File: src/rtl/rf_wr_arbiter.sv
// rf_wr_arbiter: round-robin write-port arbiter with post-reset clear sequence for the 8x16 register file.
// Optional same-destination merge enabled by defining RF_WR_ARB_COLLIDE_EN.
module rf_wr_arbiter #(
  parameter int DATA_W = 16,
  parameter int SEL_W = 3,
  parameter int NUM_REGS = 8,
  parameter logic [DATA_W-1:0] CLEAR_VAL = '0
) (
  input  logic              clk,
  input  logic              rst_n,
  input  logic              clear_req,
  input  logic              req0_valid,
  input  logic [SEL_W-1:0]  req0_sel,
  input  logic [DATA_W-1:0] req0_data,
  output logic              req0_ready,
  input  logic              req1_valid,
  input  logic [SEL_W-1:0]  req1_sel,
  input  logic [DATA_W-1:0] req1_data,
  output logic              req1_ready,
  output logic              rf_writeEn,
  output logic [SEL_W-1:0]  rf_writeRegSel,
  output logic [DATA_W-1:0] rf_writeData,
  output logic              busy,
  output logic              collide
);
  typedef enum logic {CLEAR, ARB} state_t;
  state_t state_q, state_d;
  logic [SEL_W-1:0] cnt_q, cnt_d, sel_q, sel_d;
  logic [DATA_W-1:0] data_q, data_d;
  logic we_q, we_d, rr_q, rr_d, col_q, col_d, arb, last, same;
  always_comb begin
    arb = state_q == ARB && !clear_req;
    last = cnt_q == SEL_W'(NUM_REGS - 1);
`ifdef RF_WR_ARB_COLLIDE_EN
    same = arb && req0_valid && req1_valid && req0_sel == req1_sel;
`else
    same = 1'b0;
`endif
    // a same-destination merge grants both; req1's load is later in program order and wins
    req0_ready = arb && req0_valid && (!req1_valid || !rr_q || same);
    req1_ready = arb && req1_valid && (!req0_valid || rr_q || same);
    state_d = state_q;
    cnt_d = cnt_q;
    we_d = req0_ready || req1_ready;
    sel_d = req1_ready ? req1_sel : req0_ready ? req0_sel : sel_q;
    data_d = req1_ready ? req1_data : req0_ready ? req0_data : data_q;
    rr_d = same ? rr_q : req1_ready ? 1'b0 : req0_ready ? 1'b1 : rr_q;
    col_d = same;
    if (state_q == CLEAR) begin
      we_d = 1'b1;
      sel_d = cnt_q;
      data_d = CLEAR_VAL;
      cnt_d = last ? '0 : cnt_q + 1'b1;
      state_d = last ? ARB : CLEAR;
    end else if (clear_req) begin
      state_d = CLEAR;
    end
  end
  always_ff @(posedge clk or negedge rst_n) begin
    if (!rst_n) begin
      state_q <= CLEAR;
      cnt_q <= '0;
      rr_q <= 1'b0;
      we_q <= 1'b0;
      sel_q <= '0;
      data_q <= '0;
      col_q <= 1'b0;
    end else begin
      state_q <= state_d;
      cnt_q <= cnt_d;
      rr_q <= rr_d;
      we_q <= we_d;
      sel_q <= sel_d;
      data_q <= data_d;
      col_q <= col_d;
    end
  end
  assign rf_writeEn = we_q;
  assign rf_writeRegSel = sel_q;
  assign rf_writeData = data_q;
  assign busy = state_q == CLEAR;
  assign collide = col_q;
endmodule

File: config.mk
export PLATFORM = sky130hd
export DESIGN_NAME = rf_wr_arbiter
export DESIGN_NICKNAME = d
export VERILOG_FILES = /design/src/rtl/rf_wr_arbiter.sv
export SDC_FILE = /design/constraint.sdc
export NUM_CORES = 1
export LEC_CHECK = 0
export ABC_AREA = 1
export CAP_MARGIN = 5
export CORE_ASPECT_RATIO = 0.8
export CORE_UTILIZATION = 37
export DETAILED_ROUTE_END_ITERATION = 6
export GPL_TIMING_DRIVEN = 0
export MAX_ROUTING_LAYER = met4
export PLACE_DENSITY = 0.74
export RECOVER_POWER = 100
export SYNTH_ARGS = -nofsm -noshare
export SYNTH_HDL_FRONTEND = slang
export SYNTH_SLANG_ARGS = --single-unit
File: constraint.sdc
create_clock -name clk -period 2 [get_ports clk]
set_clock_uncertainty 0.15 [all_clocks]
set_input_delay 0.5 -clock clk [delete_from_list [all_inputs] [get_ports clk]]
set_output_delay 0.5 -clock clk [all_outputs]
set_load 0.02 [all_outputs]
==> results of run 1 <==
-- cell type report --
| type | count | area [sq um] | share of cell area, % |
|---|---|---|---|
| inverters | 26 | 103 | 4.75 |
| flip-flops and latches | 25 | 626 | 29.0 |
| plain buffers | 8 | 63.8 | 2.95 |
| repair buffers | 71 | 687 | 31.8 |
| multi-input cells | 129 | 583 | 27.0 |
| well taps | 42 | 52.6 | 2.43 |
| clock buffers | 4 | 45.0 | 2.09 |
-- placed cells by master (no fill, tap or decap) --
cell and count:
inv_6 1, nor2_1 16, clkbuf_2 3, clkdlybuf4s50_1 57, nand2_2 2, dfrtp_1 25, a21oi_1 1, clkbuf_8 3
dlygate4sd3_1 2, buf_6 4, buf_2 2, nand3_1 1, nor2_4 1, buf_4 8, nor2_8 1, dlygate4sd2_1 2
nand4_1 3, inv_2 1, nand2_1 81, clkbuf_1 1, o21ai_0 18, conb_1 1, ha_1 2, dlymetal6s2s_1 1
nand3_4 1, nand3_2 1, inv_1 24
-- sequential cells by signal (all words and copies together) (netlist names) --
signal and flops:
rf_writeRegSel 3, cnt_q 3, rr_q 1, rf_writeData 16, rf_writeEn 1, state_q 1
-- logic make-up after synthesis --
logic type / after synthesis / share of synthesized area (%)
AO/OA/AOI/OAI: 19 / 6.92
adder cells (fa/ha/maj): 2 / 1.82
buffers and inverters: 34 / 11.8
flip-flops: 25 / 45.5
other: 1 / 0.273
AND/OR/NAND/NOR: 107 / 33.6
-- layer usage --
metal	track usage, %	up-vias
li1	-	710
met1	25.5	580
met2	28.4	37
met3	5.75	5
met4	3.43	0
met5	-	-
-- timing repair --
action | CTS | global route
hold buffers | 0 | 0
resized for setup | 15 | 5
endpoints found under the hold margin | 0 | 0
pin swaps | 2 | 2
endpoints found under the setup margin | 3 | 2
buffers inserted | 3 | 3
-- power by group through the flow --
stage          Sequential [uW]  Clock [uW]  Combinational [uW]
5_1_grt                    730         331                1010
3_3_place_gp               719           0                 882
3_5_place_dp               723           0                 890
4_1_cts                    715         309                 910
2_1_floorplan              831           0                 397
6_report                   713         298                 904
-- worst min path at each step --
stage	endpoint	start	cells after the start	slack, ns
floorplan	cnt_q[0]	rst_n	0	0.05
finish	rf_writeRegSel[0]	rf_writeRegSel[0]	2	0.37
detailed placement	rf_writeRegSel[0]	rf_writeRegSel[0]	2	0.35
CTS	rf_writeRegSel[0]	rf_writeRegSel[0]	2	0.37
global route	rf_writeRegSel[1]	rf_writeRegSel[1]	2	0.39
global placement	rf_writeRegSel[1]	rf_writeRegSel[1]	2	0.34
-- worst register-to-register path, cell delays in order (launching register included) --
cell and delay (ns):
dfrtp_1 0.38, buf_6 0.14, inv_6 0.09, nor2_8 0.04, buf_4 0.15, nand3_4 0.11
nand3_1 0.19, clkbuf_2 0.24, o21ai_0 0.20
-- through the flow --
stage / total power [uW] / instances / setup WS (ns) / hold slack, ns / TNS [ns]
floorplan: 1230 / 188 / 0.300 / 0.0544 / 0
global placement: 1600 / 295 / -0.849 / 0.343 / -3.79
detailed placement: 1610 / 295 / -0.870 / 0.354 / -4.90
CTS: 1930 / 302 / -0.146 / 0.373 / -0.146
global route: 2070 / 305 / -0.00862 / 0.394 / -0.00862
finish: 1920 / 305 / 0.0306 / 0.370 / 0
==> results.tsv, run 1 <==
metric	value	unit
fill cell count	327	
met3 wire length	224	microns
top-count cell post-synth	nand2_1	
DRT iter0 DRCs	40	
final hold violation count	0	
Mapped Area	1370	sq um
share of layout cells above drive strength 1	10.6	%
largest net degree at the start of global routing	26	
Seq/Total Area, Yosys	45.5	%
Worst Setup EP	req1_ready	
CTS Buf Count	3	
Leakage	0.00104	uW
area grow syn2layout	57.2	%
Worst Path Max Fanout	3	
clock slew at reported path FFs	0.08	ns
status	finished clean	
endpoints failing setup	0	
Port Buffers	65	
Placer Congestion	0.731	
clock power share	15.6	%
clk root buf	clkbuf_8	
Post-Synthesis Cells	188	
CP max stage cell	dlygate4sd2_1	
Rows	19	
top sig layer	met4	
CP dominant cell by count	buf_6	
Final HPWL DP	2.45	mm
critical path startpoint	clear_req	
Reg2Reg Setup Slack	0.24	ns
vias in the first global route	1213	
CORE AREA	3490	sq um
post-synth top area share	45.5	%
Post-synth EDFFs	0	
synthesis-stage register bit count	25	
die height	56.5	microns
crit path kind	in2out	
cell area after layout	2160	sq um
pins over their slew limit	0	
WL final	3.36	mm
Worst path depth	6	
H-Tree Depth	1	
ANT cells	0	
I/O pin cnt	67	
Worst-Skew Late Latency	0.27	ns
CP Launch Type	input port	
sequential power share	37.2	%
via count	1332	
Synth area leader	dfrtp_1	
Routed WL per cell	11.0	microns
Fmax achieved	508	MHz
area post-placement	2080	sq um
initial antenna violation count	0	
Power per Cell Area	887	nW/um^2
total track usage	18.9	%
Worst EP arrival	1.32	ns
Largest delay share family, worst path	buffers and inverters	
Antenna Nets Post-Route	0	
Met2 Wirelength	1.46	mm
fin crit period	1.97	ns
DRC violations left	0	
GRT Residual Overflow	0	
First-pass DRT Iterations	4	
NetSw	714	uW
share of flip-flops with an asynchronous set or reset	100	%
Util after Layout	61.8	%
syn_area_per_cell	7.31	sq um
share of the cycle needed by the critical path after routing	98.5	%
RR Startpoint	state_q	
# nets final	309	
Tightest Pin Transition	1.11	ns
first-pass GRT wire length	5.75	mm
FF-to-FF End	rf_writeData[6]	
largest cells by area after synthesis	dfrtp_1, nand2_1, inv_1	
Post-Route M1 WL	1.64	mm
combinational share of power	47.2	%
required time of the critical path	1.35	ns
max-cap viol count	0	
clk sinks	25	
CTS max path bufs	2	
vias per cell	4.37	
Worst Hold Class	reg2reg	
Peak supply drop	0.432	mV
R2R depth	8	
YS warnings	0	
critical path, cell by cell	dlygate4sd2_1 > nor2_8 > inv_2 > nor2_4 > buf_6 > buf_6	
commonest cells in the netlist	nand2_1, dfrtp_1, inv_1, nor2_1, o21ai_0	
Die Area	3960	sq um
switching share of power	37.3	%
CP bufs+invs	4	
initial core utilization	39.3	%
slew margin rel.	25.5	%
ys flop type	dfrtp_1	
Synthesized Nets	233	
TritonCTS clock tree	built	
die width	70.1	microns
Largest stage delay, worst path	0.28	ns
Setup crit end kind	output port	
library cells used by synthesis	20	
internal power	1200	uW
(Power assumes the default switching activity.)
==> run 2: changes to the inputs <==
- PLACE_DENSITY: 0.74 -> 0.82
- clock period: 2 -> 2.23 ns (I/O delays scaled with it)
==> run 2 against run 1 <==
- design area fell by 0.17%
- die area is the same
- final cell count unchanged
- wire length up 2.1%
- register-to-register slack better by 0.03 ns
- clock power decreased by 13%
- worst hold slack lost 0.011 ns
- first-iteration DRC count down 38%
- flip-flop and latch count stayed put
- critical endpoint unchanged
==> results.tsv, run 2 (synthesis results as in run 1) <==
metric	value	unit
WL final	3.43	mm
largest net degree at the start of global routing	26	
hold buffers post-CTS	0	
Final HPWL DP	2.51	mm
Register Area	626	sq um
required time of the critical path	1.52	ns
critical path, cell by cell	dlygate4sd2_1 > nand2_1 > nor2_4 > buf_6 > buf_4	
dpl ws	-0.732	ns
clk sinks	25	
crit path kind	in2out	
Worst Hold Class	reg2reg	
final hold violation count	0	
most frequent cells in the layout	nand2_1, clkdlybuf4s50_1, dfrtp_1	
Reg2Reg Setup Slack	0.27	ns
worst setup slack after layout	0.102	ns
Fmax achieved	470	MHz
die height	56.5	microns
Hold Crit Endpoint	rf_writeRegSel[1]	
R2R depth	9	
Largest delay share family, worst path	buffers and inverters	
# nets final	309	
Power per Cell Area	778	nW/um^2
Die Area	3960	sq um
Leakage	0.00109	uW
CORE AREA	3490	sq um
max-cap viol count	0	
status	finished clean	
area grow syn2layout	56.9	%
vias in the first global route	1223	
pins over their slew limit	0	
CP bufs+invs	3	
Worst EP arrival	1.42	ns
Routed WL per cell	11.2	microns
Peak supply drop	0.364	mV
Worst-Skew Late Latency	0.26	ns
initial antenna violation count	0	
CTS max path bufs	2	
first-pass GRT wire length	5.52	mm
DRC violations left	0	
initial core utilization	39.3	%
RSZ-0062 raised after global routing	false	
FF-to-FF End	rf_writeData[1]	
Worst Path Max Fanout	6	
slew margin rel.	40.4	%
endpoints failing setup	0	
Rows	19	
share of layout cells above drive strength 1	9.13	%
WHS	0.359	ns
die width	70.1	microns
CTS Buf Count	3	
Port Buffers	65	
most common cell after layout, fill and taps aside	nand2_1	
CP max stage cell	dlygate4sd2_1	
total track usage	18.3	%
Largest stage delay, worst path	0.36	ns
Antenna Nets Post-Route	0	
share of the cycle needed by the critical path after routing	95.4	%
Hold Crit Depth	2	
Placer Congestion	0.772	
clock slew at reported path FFs	0.08	ns
setup TNS	0	ns
H-Tree Depth	1	
clk root buf	clkbuf_8	
CP Launch Type	input port	
vias per cell	4.49	
I/O pin cnt	67	
multi-input logic area	588	sq um
First-pass DRT Iterations	4	
ANT cells	0	
GRT Residual Overflow	0	
hold path start	rf_writeRegSel[1]	
Setup crit end kind	output port	
TritonCTS clock tree	built	
Tightest Pin Transition	0.893	ns
Util after Layout	61.7	%
via count	1369	
fin crit period	2.13	ns
max reg flops	16	
fill cell count	341	
RR Startpoint	state_q	
DRT iter0 DRCs	25	
==> run 2: worst max-delay path by stage <==
stage | startpoint | end | slack, ns | cells after the start
detailed placement | clear_req | req1_ready | -0.73 | 6
floorplan | req0_valid | req1_ready | 0.41 | 4
global route | state_q | req0_ready | 0.04 | 7
global placement | clear_req | req1_ready | -0.72 | 6
finish | req1_valid | req1_ready | 0.10 | 5
CTS | state_q | busy | 0.003 | 3
==> run 2: through the flow <==
stage               cells  total power [uW]  cell area (sq um)
global placement      295              1430               2080
finish                305              1680               2160
global route          305              1790               2160
CTS                   304              1740               2160
floorplan             188              1100               1370
detailed placement    295              1450               2080
==> run 2: layout make-up <==
cell class,instances,area share (%)
Timing Repair Buffer,71,31.7
Buffer,8,2.84
Clock buffer,4,2.09
Tap cell,42,2.44
Inverter,26,4.64
Multi-Input combinational cell,129,27.3
Sequential cell,25,29.0
==> run 2: worst reg2reg max path: cells and delay by family (launching register included) <==
family                 cells  cell delay [ns]
AOI/OAI and AO/OA          1             0.14
buffers and inverters      5             0.82
DFF                        1             0.35
and+or+nand+nor            3             0.38
==> run 2: per-layer routing <==
metal / up-vias / share of wire, % / track usage (%)
met5: - / 0 / -
met4: 0 / 0.23 / 1.71
met3: 2 / 8.8 / 5.92
met2: 53 / 48 / 30.5
met1: 601 / 43 / 22.6
li1: 713 / - / -
==> run 2: timing repair <==
item,in CTS,in global routing
gates resized for setup,14,2
setup buffers,5,0
endpoints found under the setup margin,2,2
pin swaps,3,0
==> run 2: power by group <==
| part | switching (uW) | leakage (uW) | internal [uW] |
|---|---|---|---|
| clock network | 131 | 0.0000228 | 127 |
| registers | 66.5 | 0.000326 | 576 |
| logic | 440 | 0.000744 | 336 |
| total | 637 | 0.00109 | 1040 |
